===== config.mk =====
export PLATFORM = sky130hd
export DESIGN_NAME = serial_adder
export DESIGN_NICKNAME = d
export VERILOG_FILES = /design/src/rtl/serial_adder.sv
export SDC_FILE = /design/constraint.sdc
export NUM_CORES = 1
export LEC_CHECK = 0
export BUFFER_PORTS_ARGS = -buffer_cell sky130_fd_sc_hd__buf_2
export CAP_MARGIN = 0
export CORE_MARGIN = 2
export CORE_UTILIZATION = 55
export CTS_CLUSTER_SIZE = 40
export DETAILED_ROUTE_END_ITERATION = 6
export GPL_TIMING_DRIVEN = 0
export PLACE_DENSITY = 0.91
export SLEW_MARGIN = 20
export SYNTH_ARGS = -nofsm -noshare
export SYNTH_HDL_FRONTEND = slang
export SYNTH_SLANG_ARGS = --single-unit

===== constraint.sdc =====
create_clock -name clk -period 2.12 [get_ports clk]
set_clock_uncertainty 0.1 [all_clocks]
set_input_delay 0.424 -clock clk [delete_from_list [all_inputs] [get_ports clk]]
set_output_delay 0.424 -clock clk [all_outputs]
set_load 0.005 [all_outputs]

===== src/rtl/serial_adder.sv =====
// rtl/serial_adder.sv - bit-serial add/subtract unit, one full-adder slice, LSB first
// Operands shift right each RUN cycle; result bits enter the result register from the top.
module serial_adder #(
  parameter int WIDTH = 8
) (
  input  logic             clk,
  input  logic             rst,
  input  logic             start,
  input  logic             sub,
  input  logic [WIDTH-1:0] x,
  input  logic [WIDTH-1:0] y,
  input  logic             cin,
  output logic [WIDTH-1:0] s,
  output logic             cout,
  output logic             ovf,
  output logic             busy,
  output logic             done
);

  localparam int CW = (WIDTH > 1) ? $clog2(WIDTH) : 1;

  typedef enum logic [1:0] {IDLE, RUN, DONE} state_t;

  state_t           state, state_nx;
  logic [WIDTH-1:0] a, b, res;
  logic             carry;
  logic [CW-1:0]    cnt;
  logic             accept, last, sum, carry_nx;

  assign accept   = start && ((state == IDLE) || (state == DONE));
  assign last     = (cnt == CW'(WIDTH - 1));
  assign sum      = a[0] ^ b[0] ^ carry;
  assign carry_nx = (a[0] & b[0]) | (a[0] & carry) | (b[0] & carry);

  always_ff @(posedge clk) begin
    if (rst) state <= IDLE;
    else     state <= state_nx;
  end

  always_comb begin
    state_nx = state;
    busy     = 1'b0;
    done     = 1'b0;
    case (state)
      IDLE: if (start) state_nx = RUN;
      RUN: begin
        busy = 1'b1;
        if (last) state_nx = DONE;
      end
      DONE: begin
        done     = 1'b1;
        state_nx = start ? RUN : IDLE;
      end
      default: state_nx = IDLE;
    endcase
  end

  // Subtraction is x + ~y + 1, so the carry register doubles as the borrow-in.
  always_ff @(posedge clk) begin
    if (rst) begin
      a     <= '0;
      b     <= '0;
      res   <= '0;
      carry <= 1'b0;
      cnt   <= '0;
      s     <= '0;
      cout  <= 1'b0;
      ovf   <= 1'b0;
    end else if (accept) begin
      a     <= x;
      b     <= sub ? ~y : y;
      carry <= sub ? 1'b1 : cin;
      cnt   <= '0;
    end else if (state == RUN) begin
      a     <= a >> 1;
      b     <= b >> 1;
      carry <= carry_nx;
      res   <= {sum, res[WIDTH-1:1]};
      cnt   <= cnt + CW'(1);
      if (last) begin
        s    <= {sum, res[WIDTH-1:1]};
        cout <= carry_nx;
        ovf  <= carry ^ carry_nx;
      end
    end
  end

endmodule


==> summary.txt <==
Outcome
  • Result of the run: finished clean

Finish
  • Number of fill cells in the layout: 218
  • Share of final-layout standard cells stronger than drive strength 1: 0.229
  • Most frequent cells in the layout: 39 x sky130_fd_sc_hd__dfxtp_1, 38 x sky130_fd_sc_hd__nand2_1, 35 x sky130_fd_sc_hd__buf_2
  • Signed area change from the synthesized netlist to the final layout: 17.9%
  • Combined area of the multi-input logic cells: 728 sq um
  • Area occupied by registers: 781 sq um
  • Antenna diode instance count: 0
  • Most common cell after layout, fill and taps aside: sky130_fd_sc_hd__dfxtp_1
  • Final net count: 246

Die
  • Standard-cell rows: 19
  • Width of the die: 58.3 um
  • Number of top-level pins: 33
  • Vert. Die Dim: 58.3 um
  • Initial core utilization: 0.583
  • Die footprint: 3400 sq um
  • Core region area: 2780 sq um

Global route
  • Global Route Usage Sum: 0.226
  • Wire length of the first global-routing pass: 5810 um
  • Largest net degree at the start of global routing: 13
  • Initial antenna violation count: 0
  • Total gr overflow: 0
  • Via count of the first global-routing pass: 1271

Detailed routing
  • Wire length per cell: 13.6 um
  • Antenna-violating nets left: 0
  • Initial DRC Count: 46
  • Detail-routed via count per cell: 5.57
  • Routed vias: 1415
  • Routed wire length: 3460 um
  • Drt drc: 0
  • Number of iterations in the first detailed-routing pass: 4

Synthesis
  • Count of cell types in the netlist: 29
  • Synthesized net count: 209
  • FF+latch count, synth: 39
  • Async set or reset register ratio after synthesis: 0
  • EDFF count, synth: 0
  • Count of mapped cells out of synthesis: 185
  • Mean instance size in the synthesized netlist: 8.77 sq um
  • Most area-consuming cells after synthesis: sky130_fd_sc_hd__dfxtp_1 48%, sky130_fd_sc_hd__nand2_1 8.8%, sky130_fd_sc_hd__nor3_1 6.5%, sky130_fd_sc_hd__a21oi_1 6.2%, sky130_fd_sc_hd__xor2_1 4.3%
  • Biggest area consumer among synthesized cells: sky130_fd_sc_hd__dfxtp_1
  • Number of warnings issued by yosys: 0
  • Top_reg_cell synth: sky130_fd_sc_hd__dfxtp_1
  • Synth Cell Area: 1620 sq um
  • Sequential fraction of the synthesis area: 0.481
  • Share of the synthesized area in the top cell type: 0.481

Timing
  • Final critical delay including setup and external delays: 1.93 ns
  • Final-layout setup total negative slack: 0 ns
  • Final setup fails: 0
  • Worst Tran Pin Value: 0.499 ns
  • Peak clock frequency supported by timing: 0.519 GHz
  • Slew margin rel.: 0.668
  • Count of endpoints failing hold in the final timing report: 0
  • Worst Setup Slack, final: 0.194 ns
  • Unrepaired setup endpoints after global routing: false
  • Final Max Slew Viols: 0
  • Period utilization: 0.908

Job
  • MaxCap Viol Count: 0

Min path
  • HP Class: primary input to register

Clock network
  • Post-cts hold buffer count: 0
  • Skew-Pair Late Insertion Delay: 0.36 ns
  • Deepest level of the CTS H-tree: 2
  • Buffer cell driving the clock tree root: sky130_fd_sc_hd__clkbuf_4
  • Number of clock sinks: 39
  • CTS tree: built
  • Total clock buffers created by CTS: 5
  • Post-CTS resize count: 0
  • Buffers from clock root to sink, at most: 2
  • Register clock-pin slew on the reported worst setup and hold paths: 0.11 ns
  • Post-CTS Repair Setup Buffers: 0

Place
  • Port bufs: 30
  • Detailed placement HPWL: 2400 um
  • Worst setup timing slack at the placement stage: 0.591 ns
  • Global placement routability congestion: 0.776

Critical path
  • Endpoint class of the critical path: primary output
  • Arrival time at the worst endpoint: 1.40 ns
  • Cell with the largest stage delay on the worst path: sky130_fd_sc_hd__dfxtp_1
  • Maximum net fanout on the critical path: 10
  • Critical Path Max Stage Delay: 0.43 ns
  • CP Cell Sequence: nand2b_1 > buf_4 > inv_6 > buf_6 > buf_2
  • Worst Setup Start Kind: register
  • Critical path type: register to primary output
  • Worst path required time: 1.60 ns

Pwr
  • Internal power: 0.00123 W
  • Total power density per cell area: 839 nW/um^2
  • Net switching power: 0.000377 W
  • Combinational power share: 0.127
  • IR drop worst, VDD: 0.735 mV
  • Leak Pwr: 0.780 nW
  • Switching share of power: 0.235
  • Sequential cell fraction of total power: 0.494
  • Fraction of power consumed by the clock network: 0.379
==> synth_stat cells, types with 4 or more instances <==
cell type	count
sky130_fd_sc_hd__dfxtp_1	39
sky130_fd_sc_hd__nand2_1	38
sky130_fd_sc_hd__nor3_1	21
sky130_fd_sc_hd__a21oi_1	20
sky130_fd_sc_hd__o22ai_1	9
sky130_fd_sc_hd__xor2_1	8
sky130_fd_sc_hd__buf_2	5
sky130_fd_sc_hd__nand3_1	5
sky130_fd_sc_hd__nor2_1	5
sky130_fd_sc_hd__buf_4	4
==> power by group through the flow <==
| stage | sequential, W | clock, W | combinational [W] |
|---|---|---|---|
| floorplan | 0.000803 | 0 | 0.000148 |
| global placement | 0.000806 | 0 | 0.000195 |
| detailed placement | 0.000808 | 0 | 0.000199 |
| CTS | 0.000792 | 0.000609 | 0.000202 |
| global route | 0.000797 | 0.000649 | 0.000226 |
| finish | 0.000793 | 0.000609 | 0.000203 |
==> sequential cells by signal, indices dropped and copies added, names as in the netlist <==
name,count
b,8
a,8
cnt,3
cout,1
state,2
s,8
res,7
carry,1
ovf,1
==> stage by stage <==
step | power (W) | hold slack, ns | cells | utilization | instance area, sq um
3_5_place_dp | 0.00101 | 0.349 | 246 | 0.651 | 1810
2_1_floorplan | 0.000950 | 0.332 | 185 | - | 1620
5_1_grt | 0.00167 | 0.260 | 254 | 0.687 | 1910
3_3_place_gp | 0.00100 | 0.342 | 246 | 0.651 | 1810
4_1_cts | 0.00160 | 0.252 | 254 | 0.687 | 1910
6_report | 0.00160 | 0.261 | 254 | 0.687 | 1910
==> path summary, 6_finish.rpt <==
path,startpoint,slack (ns),end,cells past startpoint
setup / recovery,state[0]$_SDFFE_PP0P_,0.19,busy,5
hold / removal,x[3],0.26,a[3]$_SDFFE_PP0P_,3
setup reg to reg,cnt[0]$_SDFFE_PP0P_,0.63,s[7]$_SDFFE_PP0P_,6
hold reg to reg,s[6]$_SDFFE_PP0P_,0.36,s[6]$_SDFFE_PP0P_,2
==> logic make-up (layout without fill, tap and decap cells) <==
group           count (synthesis)  after routing  share of synthesized area
compound gates                 38             38                      0.137
xor+xnor                       10             10                     0.0540
fa+ha+maj                       3              3                     0.0278
buf+inv                        16             54                     0.0694
flops                          39             39                      0.481
mux                             3              3                     0.0185
simple gates                   76             76                      0.211
==> per-layer routing <==
metal	routed length, um	up-vias	track usage
met4	60	0	0.0997
met1	1550	654	0.294
met5	0	-	0
li1	-	711	-
met2	1670	44	0.348
met3	183	6	0.0659
==> critical path: cells and delay by family (launching register included) <==
family / cells / cell delay [ns]
flops: 1 / 0.43
simple gates: 1 / 0.07
buf+inv: 4 / 0.54
==> area by class of cell <==
cell class / count / share of cell area
Inverter: 1 / 0.00458
Clock inverter: 2 / 0.0314
Timing Repair Buffer: 30 / 0.0785
Multi-Input combinational cell: 130 / 0.381
Sequential cell: 39 / 0.408
Clock buffer: 6 / 0.0216
Buffer: 15 / 0.0543
Tap cell: 31 / 0.0203
No activity file was read; power rests on OpenSTA's default activity.
